==> config.mk <==
export PLATFORM = sky130hd
export DESIGN_NAME = init_sequencer
export DESIGN_NICKNAME = d
export VERILOG_FILES = /design/src/rtl/init_sequencer.sv
export SDC_FILE = /design/constraint.sdc
export NUM_CORES = 1
export LEC_CHECK = 0
export CAP_MARGIN = 10
export CORE_MARGIN = 2
export CORE_UTILIZATION = 47
export DETAILED_ROUTE_END_ITERATION = 6
export HOLD_SLACK_MARGIN = 0.06
export PLACE_DENSITY = 0.74
export SYNTH_ARGS = -nofsm -noshare
export SYNTH_HDL_FRONTEND = slang
export SYNTH_SLANG_ARGS = --single-unit
==> constraint.sdc <==
create_clock -name clk -period 1.7 [get_ports clk]
set_input_delay 0.425 -clock clk [delete_from_list [all_inputs] [get_ports clk]]
set_output_delay 0.425 -clock clk [all_outputs]
set_load 0.005 [all_outputs]
==> src/rtl/init_sequencer.sv <==
// init_sequencer: power-on / soft-reset sequencer for the CNN datapath.
// Holds the buffer controller in reset, sweeps zeros over every buffer word,
// waits a guard gap, then releases the core and raises init_done.
module init_sequencer #(
  parameter int HOLD_CYCLES = 16,
  parameter int ADDR_WIDTH  = 8,
  parameter int DEPTH       = 256,
  parameter int GAP_CYCLES  = 4
) (
  input  logic                  clk,
  input  logic                  rst,
  input  logic                  soft_rst_req,
  input  logic                  clr_stall,
  output logic                  mem_rst,
  output logic                  core_rst,
  output logic                  clr_we,
  output logic [ADDR_WIDTH-1:0] clr_addr,
  output logic                  clr_data,
  output logic                  init_done
);

  // One counter serves both HOLD and GAP; it only needs to reach max-1.
  localparam int CNT_MAX = (HOLD_CYCLES > GAP_CYCLES) ? HOLD_CYCLES : GAP_CYCLES;
  localparam int CNT_W   = (CNT_MAX > 1) ? $clog2(CNT_MAX) : 1;

  localparam logic [CNT_W-1:0]      HOLD_LAST = CNT_W'(HOLD_CYCLES - 1);
  localparam logic [CNT_W-1:0]      GAP_LAST  = CNT_W'(GAP_CYCLES - 1);
  localparam logic [ADDR_WIDTH-1:0] ADDR_LAST = ADDR_WIDTH'(DEPTH - 1);

  typedef enum logic [1:0] {
    ST_HOLD  = 2'd0,
    ST_CLEAR = 2'd1,
    ST_GAP   = 2'd2,
    ST_DONE  = 2'd3
  } state_t;

  state_t                  state, state_nxt;
  logic [CNT_W-1:0]        cnt, cnt_nxt;
  logic                    mem_rst_nxt;
  logic                    core_rst_nxt;
  logic                    init_done_nxt;
  logic [ADDR_WIDTH-1:0]   clr_addr_nxt;

  // The buffer replicates this lane across the word, so a constant zero suffices.
  assign clr_data = 1'b0;

  // State and registered outputs; rst forces the start-of-sequence values at once.
  always_ff @(posedge clk or posedge rst) begin
    if (rst) begin
      state     <= ST_HOLD;
      cnt       <= '0;
      mem_rst   <= 1'b1;
      core_rst  <= 1'b1;
      clr_addr  <= '0;
      init_done <= 1'b0;
    end else begin
      state     <= state_nxt;
      cnt       <= cnt_nxt;
      mem_rst   <= mem_rst_nxt;
      core_rst  <= core_rst_nxt;
      clr_addr  <= clr_addr_nxt;
      init_done <= init_done_nxt;
    end
  end

  // Next-state logic; clr_we reacts to clr_stall in the same cycle.
  always_comb begin
    state_nxt     = state;
    cnt_nxt       = cnt;
    mem_rst_nxt   = mem_rst;
    core_rst_nxt  = core_rst;
    init_done_nxt = init_done;
    clr_addr_nxt  = clr_addr;
    clr_we        = (state == ST_CLEAR) && !clr_stall;

    case (state)
      ST_HOLD: begin
        if (cnt == HOLD_LAST) begin
          state_nxt   = ST_CLEAR;
          mem_rst_nxt = 1'b0;
          cnt_nxt     = '0;
        end else begin
          cnt_nxt = cnt + CNT_W'(1);
        end
      end
      ST_CLEAR: begin
        // A stalled cycle issues no write, so the address simply holds.
        if (clr_we) begin
          if (clr_addr == ADDR_LAST) begin
            state_nxt    = ST_GAP;
            clr_addr_nxt = '0;
            cnt_nxt      = '0;
          end else begin
            clr_addr_nxt = clr_addr + ADDR_WIDTH'(1);
          end
        end
      end
      ST_GAP: begin
        if (cnt == GAP_LAST) begin
          state_nxt     = ST_DONE;
          core_rst_nxt  = 1'b0;
          init_done_nxt = 1'b1;
          cnt_nxt       = '0;
        end else begin
          cnt_nxt = cnt + CNT_W'(1);
        end
      end
      ST_DONE: begin
        // Re-init is honoured only here; requests earlier in the sequence are dropped.
        if (soft_rst_req) begin
          state_nxt     = ST_HOLD;
          cnt_nxt       = '0;
          mem_rst_nxt   = 1'b1;
          core_rst_nxt  = 1'b1;
          init_done_nxt = 1'b0;
          clr_addr_nxt  = '0;
        end
      end
      default: begin
        state_nxt = ST_HOLD;
      end
    endcase
  end

endmodule

==> results.cfg <==
[finish]
n_antenna_cell = 0
fillers = 164
area_growth_syn_to_layout_pct = 54.9
layout.cells.non_filler = 189
design_area_um2 = 1700
fin_util = 0.766
drive_gt1_frac = 0.453
nets = 173

[setup_path]
required_ns = 1.88
cp.arrival_ns = 1.87
slowest_delay_ns = 0.42
cp_num_buf_inv = 0
endpoint_kind = flip-flop
crit_family = simple AND/OR/NAND/NOR gates
path_class = reg -> reg
worst-path-max-fanout = 4
setup.worst_path.start_class = flip-flop
cp_slowest_cell = dfrtp_1
crit_chain = ha_4 > or3b_4 > a22oi_2 > nand3_2 > mux2_4

[detailed_routing]
detail_route.vias_per_cell = 5.63
drt_iter0_drc = 7
drc = 0
wl_met1_mm = 1.14
drt_wl_total_mm = 2.81
highest-signal-layer = met4
routedWlPerCell_um = 14.9
wl_met2_mm = 1.57
first_pass_iters = 4
vias = 1065
wl_met3_um = 88
final_antenna_net_count = 0

[sta]
final-hold-violation-count = 0
skew_ns = 0.0135
setup_tns_ns = 0
rsz0062_at_grt = true
final.min_clock_period_ns = 1.69
fmax_mhz = 592
setup_viol = 0
fin_ws_ns = 0.0102
finalCritPeriodShare = 0.994
drv_slew = 0

[floorplanning]
ios = 17
die_w_um = 52.3
die_area_um2 = 2730
num_rows = 17
coreArea_um2 = 2210
initial_utilization = 0.495
die_h_um = 52.3

[place]
hpwl_mm = 2.01
gp_congestion = 0.869
pre_cts_slack_ns = -0.272
placed_cells = 176
place_area_um2 = 1460
port-buffer-count = 15

[run]
maxCapViolations = 0

[clocking]
clockBufferDepth = 2
clkSlewWorstSetupHoldPaths_ns = 0.11
numCtsBuffers = 3
cts_tree = built
clk_latency_ns = 0.29
ctsHoldBuffers = 0
cts_root_buf = clkbuf_4
h-tree-depth = 1
cts.sinks = 17

[synthesis]
yosysTopAreaCellShare = 0.343
synthFlopType = dfrtp_1
synth_seq_cells = 17
syn_inst = 110
yosys.area.top_type = dfrtp_1
yosysMostFrequentCell = dfrtp_1
yosys_warnings = 0
ys_types = 46
ys_seq_area_frac = 0.391
synth_common_cells = dfrtp_1, ha_1, nor2_1, o21ai_0
synth-edff-count = 0
synthTopCellsByArea = dfrtp_1, ha_1, dfstp_2
syn-num-nets = 121
syn_area_um2 = 1090
avgSynthCellArea_um2 = 9.95
synthArstFlopShare = 1.00

[global_route]
grt_pass1_vias = 1098
grt_use_total = 0.215
antenna_found_initial = 0
grt_start_max_net_pins = 11
grt_pass1_wl_mm = 4.46
grt.overflow.total = 0

[power_and_ir_drop]
p_leak_nw = 0.793
peakVddDrop_mv = 1.18
powerDensity_nw_per_um2 = 1620

[outcome]
outcome = completed

[worst_hold_path]
hold_path_class = in -> async
==> per-stage QoR <==
step	power, mW	hold WS, ns
2_1_floorplan	1.47	0.350
3_3_place_gp	2.14	0.498
3_5_place_dp	2.20	0.500
4_1_cts	2.46	0.320
5_1_grt	2.95	0.362
6_report	2.75	0.339
==> routing by layer <==
metal,GRT usage,vias up
met4,0.0556,0
met3,0.0314,2
li1,-,507
met1,0.233,536
met5,0,-
met2,0.428,20
==> area by class of cell <==
| type | instances | area (um2) | share of cell area |
|---|---|---|---|
| Tap cell | 28 | 35.0 | 0.0207 |
| Clock buffer | 3 | 22.5 | 0.0133 |
| Clock inverter | 1 | 5.00 | 0.00295 |
| Timing Repair Buffer | 51 | 438 | 0.258 |
| Sequential cell | 17 | 432 | 0.255 |
| Multi-Input combinational cell | 83 | 738 | 0.435 |
| Inverter | 6 | 25.0 | 0.0148 |
==> what timing repair did <==
action                     4_1_cts  5_1_grt
resized for setup               13       29
pin swaps                        3       10
setup endpoints to repair       10       16
buffers inserted                 3        6
hold endpoints to repair         0        0
==> where the power goes <==
part,internal (mW),total [mW],switching [mW]
clock network,0.0874,0.222,0.135
logic,1.02,1.79,0.769
registers,0.568,0.730,0.162
total,1.68,2.75,1.07
==> cell usage in the layout (no fill, tap or decap), drive strengths merged, types with 3 or more instances in the layout <==
cell type	instances
buf	36
nand3	5
dlygate4sd2	3
clkbuf	4
o21ai	7
a21oi	5
o211ai	3
dfrtp	15
nor2	7
inv	6
ha	7
mux2	3
and3	3
dlymetal6s2s	3
nor2b	3
nor4b	3
nand2	6
clkdlybuf4s50	8
==> registers in the layout, indices dropped and copies added (netlist names) <==
name,count
cnt,4
state,2
init_done,1
clr_addr,8
core_rst,1
mem_rst,1
==> worst reg2reg max path: stages (launching register included) <==
cell,delay (ns)
dfrtp_1,0.42
ha_4,0.17
or3b_4,0.38
a22oi_2,0.18
nand3_2,0.11
mux2_4,0.31
==> kinds of logic (layout without fill, tap and decap cells) <==
logic type	count (synthesis)	after routing	synth area share
AND/OR/NAND/NOR	38	38	0.205
XOR/XNOR	3	3	0.0240
AO/OA/AOI/OAI	30	30	0.208
other	1	1	0.00343
adder cells (fa/ha/maj)	7	7	0.0800
buffers and inverters	10	61	0.0457
flip-flops	17	17	0.391
multiplexers	4	4	0.0434
==> final timing paths <==
kind	start	end	slack [ns]	depth (start not counted)
min in group clk	clr_addr[6]$_DFFE_PP0P_	clr_addr[7]$_DFFE_PP0P_	0.58	1
max reg2reg	cnt[1]$_DFFE_PP0P_	state[1]$_DFFE_PP0P_	0.01	5
min	rst	clr_addr[7]$_DFFE_PP0P_	0.34	2
min reg2reg	clr_addr[6]$_DFFE_PP0P_	clr_addr[7]$_DFFE_PP0P_	0.58	1
max in group asynchronous	rst	core_rst$_DFFE_PP1P_	0.90	3
max	cnt[1]$_DFFE_PP0P_	state[1]$_DFFE_PP0P_	0.01	5
No activity file was read; power rests on OpenSTA's default activity.
==> variant 1: new RTL, same settings <==
Change the parameter `GAP_CYCLES` from 4 to 8.
--- a/src/rtl/init_sequencer.sv
+++ b/src/rtl/init_sequencer.sv
@@ -5,7 +5,7 @@
   parameter int HOLD_CYCLES = 16,
   parameter int ADDR_WIDTH  = 8,
   parameter int DEPTH       = 256,
-  parameter int GAP_CYCLES  = 4
+  parameter int GAP_CYCLES  = 8
 ) (
   input  logic                  clk,
   input  logic                  rst,
Function: no difference found for any inputs over 10 cycles, from zero or initial values and one cycle with rst high; that may be too few to reach the edited logic, so the function may still have changed.
==> variant 1 against the original RTL <==
The flow now finishes with violations (negative setup slack); cell area fell by 2.2%; global-route usage up 3.2 points; synthesized cell count increased by 3.6%; setup slack got worse by 98 ps; total power grew 0.10%; routed wire length is essentially flat; via count increased by 0.38%; sequential cell count stayed put; clock skew decreased by 9.0 ps; count of clock-buffer cells in the layout stayed put; area after synthesis down 1.0%; critical endpoint unchanged; largest cell class unchanged.
==> variant 1: results (changes against the original RTL) <==
- Outcome: complete, but fails checks (was finished, final reports clean)
- Failing checks: negative setup slack
- Synth warn: 0 (unchanged)
- Mapped Cells: 114 (was 110)
- Synth top area cells: dfrtp_1, ha_1, o21ai_0 (was dfrtp_1, ha_1, dfstp_2)
- Drt total wl: 2.81 mm (about the same)
- Placed Area: 0.00152 mm2 (was 0.00146 mm2)
- Nets: 182 (was 173)
- Worst Slack Setup Final: -87.5 ps (was 10.2 ps)
- First-pass GRT wire length: 4.84 mm (was 4.46 mm)
- Met1 Usage GRT: 28.3% (was 23.3%)
- Clock Latency Late Sink: around 300 ps
- Share of cells above drive strength 1: 41.2% (was 45.3%)
- Delay-heaviest family, CP: multiplexers (was simple AND/OR/NAND/NOR gates)
- Fin cells: 198 (was 189)
- Reg2Reg Depth: 6 (was 5)
- FF-to-FF Start: state[1] (was cnt[1])
- DRT iter0 DRCs: 27 (was 7)
- Met2 global-route usage: 45.1% (was 42.8%)
- Post-Syn Nets: 125 (was 121)
- P_int: 1.70 mW (was 1.68 mW)
- Hold slack: 435 ps (was 339 ps)
- Ys async rst share: 100% (unchanged)
- CTS buffer count: 3 (unchanged)
- Final setup violation count: 6 (was 0)
- Filler cells: 169 (was 164)
- RePlAce Congestion: 0.868 (was 0.869)
- Worst slack, placed: -423 ps (was -272 ps)
- DR vias/cell: 5.40 (was 5.63)
- Clock tree buffer depth: 2 (unchanged)
- Worst path max stage delay: 420 ps (about the same)
- CP Max Fanout: 5 (was 4)
- Post-DP HPWL: 2.09 mm (was 2.01 mm)
- Seq/Total Area, Yosys: 39.5% (was 39.1%)
- Layout Skew: 4.41 ps (was 13.5 ps)
- VDD IR max: 1.24 mV (was 1.18 mV)
- Pin count of the biggest net entering global routing: 18 (was 11)
- Top flop regs: clr_addr x8, cnt x4, state x2 (unchanged)
- GR Util met3: 2.59% (was 3.14%)
- Cell count after placement: 188 (was 176)
- Cell variety after synth: 42 (was 46)
- Leakage: 0.788 nW (was 0.793 nW)
- Vias in the first global route: 1087 (was 1098)
- Commonest cells post-synth: dfrtp_1, o21ai_0, a21oi_1 (was dfrtp_1, ha_1, nor2_1, o21ai_0)
- GRT Util Overall: 24.8% (was 21.5%)
-- variant 1: changes by cell type in the layout (fill, tap and decap cells not counted), sizes merged, moves of 3 or more --
cell / before / now
a21oi: 5 / 11
buf: 36 / 39
clkdlybuf4s50: 8 / 4
dlygate4sd2: 3 / 8
nand2: 6 / 9
o21ai: 7 / 12
-- variant 1: worst max-delay path by stage --
stage / slack [ps] / endpoint / depth (start not counted) / from
2_1_floorplan: -90 / state[1] / 5 / clr_addr[0]
3_3_place_gp: -390 / state[1] / 4 / clr_stall
3_5_place_dp: -420 / state[1] / 4 / clr_stall
4_1_cts: -120 / state[1] / 6 / state[1]
5_1_grt: -130 / state[0] / 7 / state[1]
6_report: -90 / state[1] / 6 / state[1]
-- variant 1: power by group through the flow --
stage | combinational, mW | sequential, mW | clock (mW)
finish | 1.83 | 0.694 | 0.225
global route | 2.01 | 0.713 | 0.255
CTS | 1.78 | 0.686 | 0.231
detailed placement | 1.64 | 0.697 | 0
global placement | 1.58 | 0.684 | 0
floorplan | 0.788 | 0.717 | 0
-- variant 1: final cells by class --
cell class,count,area [um2],area share [%]
clock buffers,3,22.5,1.36
well taps,28,35.0,2.11
inverters,5,18.8,1.13
clock inverters,1,5.00,0.302
multi-input cells,90,698,42.1
repair buffers,54,450,27.2
flip-flops and latches,17,428,25.8
-- variant 1: worst min-delay path: cells and delay by family --
kind	cells	cell delay [ps]
buffers and inverters	3	690
-- variant 1: through the flow --
stage / power, mW / TNS (ps)
2_1_floorplan: 1.51 / -86.8
3_3_place_gp: 2.26 / -3080
3_5_place_dp: 2.34 / -3480
4_1_cts: 2.69 / -472
5_1_grt: 2.98 / -846
6_report: 2.75 / -251
-- variant 1: routing by layer --
layer / share of wire (%) / routed length, um
met1: 43 / 1220
met5: 0 / 0
met3: 3.7 / 105
met4: 2.0 / 57
met2: 51 / 1430
-- variant 1: logic make-up (layout without fill, tap and decap cells) --
kind of cell | count (synthesis) | in the layout | synth area share (%)
buf+inv | 7 | 63 | 2.77
mux | 5 | 5 | 5.08
xor+xnor | 2 | 2 | 1.62
simple gates | 40 | 40 | 22.5
fa+ha+maj | 7 | 7 | 8.08
flops | 17 | 17 | 39.5
compound gates | 35 | 35 | 20.1
other cells | 1 | 1 | 0.346
-- variant 1: repair_timing --
action	CTS	global route
gates cloned	0	0
hold endpoints to repair	0	0
setup buffers	5	1
endpoints found under the setup margin	17	17
pin swaps	2	4
resized for setup	22	12
==> variant 2: new RTL, same settings <==
Without the edit above. Make the reset (`rst`) synchronous in one clocked block.
--- a/src/rtl/init_sequencer.sv
+++ b/src/rtl/init_sequencer.sv
@@ -45,7 +45,7 @@
   assign clr_data = 1'b0;
 
   // State and registered outputs; rst forces the start-of-sequence values at once.
-  always_ff @(posedge clk or posedge rst) begin
+  always_ff @(posedge clk) begin
     if (rst) begin
       state     <= ST_HOLD;
       cnt       <= '0;
Formal check against the unedited RTL: same outputs for any inputs over 10 cycles, from zero or initial values and one cycle with rst high; that may be too few to reach the edited logic, so the function may still have changed.
==> variant 2 against the original RTL <==
Critical path type unchanged; clock skew shrank 7.6 ps; count of clock-buffer cells in the layout grew 1; routed wire length grew 1.8%; sequential cell count is the same; cell area shrank 5.5%; sequential share of layout area shrank 3.7 points; area after synthesis shrank 0.57%; setup slack gained 7.5 ps.
Power is not compared: it rests on default switching activity, and its combinational part moved more than twofold at a synthesized area within 25%.
==> variant 2: results (changes against the original RTL) <==
- Outcome: finished, final reports clean (unchanged)
- Max Cap Viol: 0 (unchanged)
- Synth top area cells: dfxtp_1, ha_1, a21oi_1 (was dfrtp_1, ha_1, dfstp_2)
- Most common cell in the netlist: dfxtp_1 (was dfrtp_1)
- Commonest cells post-synth: dfxtp_1, a21oi_1, o21ai_0 (was dfrtp_1, ha_1, nor2_1, o21ai_0)
- Drt pass-1 iters: 4 (unchanged)
- DR vias/cell: 5.56 (was 5.63)
- DRT iter0 DRCs: 19 (was 7)
- Nets: 189 (was 173)
- Seq/Total Area, Yosys: 31.3% (was 39.1%)
- CTS clk-pin slew, worst paths: 100 ps
- First-pass GRT wire length: 4.46 mm (about the same)
- Vias in the first global route: 1045 (was 1098)
- Ys async rst share: 0% (was 100%)
- Synth warn: 0 (unchanged)
- Cell variety after synth: 42 (was 46)
- RePlAce Congestion: 0.891 (was 0.869)
- Layout Skew: 5.84 ps (was 13.5 ps)
- Clock tree buffer depth: 2 (unchanged)
- Worst hold path class: reg2reg (was in2async)
- Post-DP HPWL: 2.04 mm (was 2.01 mm)
- GRT Util Overall: 21.9% (was 21.5%)
- Top flop regs: clr_addr x8, cnt x4, state x2 (unchanged)
- Placed Area: 0.00146 mm2 (about the same)
- Routed len/inst: 14.0 um (was 14.9 um)
- Post-Syn Nets: 144 (was 121)
- Share of cells above drive strength 1: 40.7% (was 45.3%)
- WP data arrival: 1910 ps (was 1870 ps)
- Filler cells: 171 (was 164)
- Number of diodes: 0 (unchanged)
- CP Max Fanout: 6 (was 4)
## variant 2: cell count changes after synthesis, sizes merged, moves of 3 or more
cell	before	now
a21oi	5	15
dfrtp	15	0
nand2b	2	6
dfxtp	0	17
or2	0	3
nor3	0	4
o21bai	1	4
o211ai	3	0
and4	0	3
nand4	1	5
nor4b	3	0
## variant 2: metal layers
layer	wire length [um]	GRT usage (%)	part of all wire, %
met1	1330	28.8	46
met4	27	7.89	0.94
met2	1430	35.7	50
met3	78	3.74	2.7
met5	0	0	0
## variant 2: final timing paths
| kind | from | depth (start not counted) | to | slack [ps] |
|---|---|---|---|---|
| max | state[1] | 7 | cnt[2] | 20 |
| min | cnt[1] | 2 | cnt[1] | 510 |
| max reg2reg | state[1] | 7 | cnt[2] | 20 |
| min reg2reg | cnt[1] | 2 | cnt[1] | 510 |
## variant 2: power by group
group	internal [mW]	leakage, nW	switching [mW]	total [mW]
Combinational	0.369	0.548	0.341	0.709
Clock	0.0912	0.0150	0.126	0.217
Sequential	0.451	0.141	0.0484	0.500
Total	0.911	0.705	0.515	1.43
## variant 2: cell type report
class                      instances  area share [%]
timing repair buffer              46            24.1
inverter                           5            1.17
sequential                        17            21.8
clock buffer                       4            1.64
multi-input combinational        105            49.1
tap                               28            2.19
## variant 2: stage by stage
| stage | setup TNS (ps) | utilization [%] | setup slack, ps | std cells |
|---|---|---|---|---|
| 3_5_place_dp | -2250 | 66.8 | -278 | 199 |
| 6_report | 0 | 73.1 | 17.7 | 205 |
| 2_1_floorplan | 0 | - | 0.313 | 133 |
| 3_3_place_gp | -1800 | 66.8 | -256 | 199 |
| 5_1_grt | -124 | 73.1 | -36.7 | 205 |
| 4_1_cts | 0 | 69.4 | 2.15 | 204 |
## variant 2: critical path: stages (launching register included)
cell and delay, ps:
dfxtp_2 340, buf_4 140, ha_2 200, nor2b_1 150, buf_4 150, buf_4 150, a2111o_1 350, a21oi_2 140
## variant 2: cells by family (layout without fill, tap and decap cells)
family	after synthesis	count (layout)	synth area share, %
fa+ha+maj	7	7	8.05
other cells	1	1	0.344
compound gates	40	40	23.8
simple gates	53	53	28.4
buf+inv	11	55	4.60
xor+xnor	2	2	1.61
flops	17	17	31.3
mux	2	2	1.95
## variant 2: timing repair
action | 4_1_cts | 5_1_grt
cloned | 0 | 0
setup endpoints to repair | 14 | 16
hold buffers | 0 | 0
pin swaps | 1 | 5
buffers inserted | 1 | 1
gates resized for setup | 15 | 24
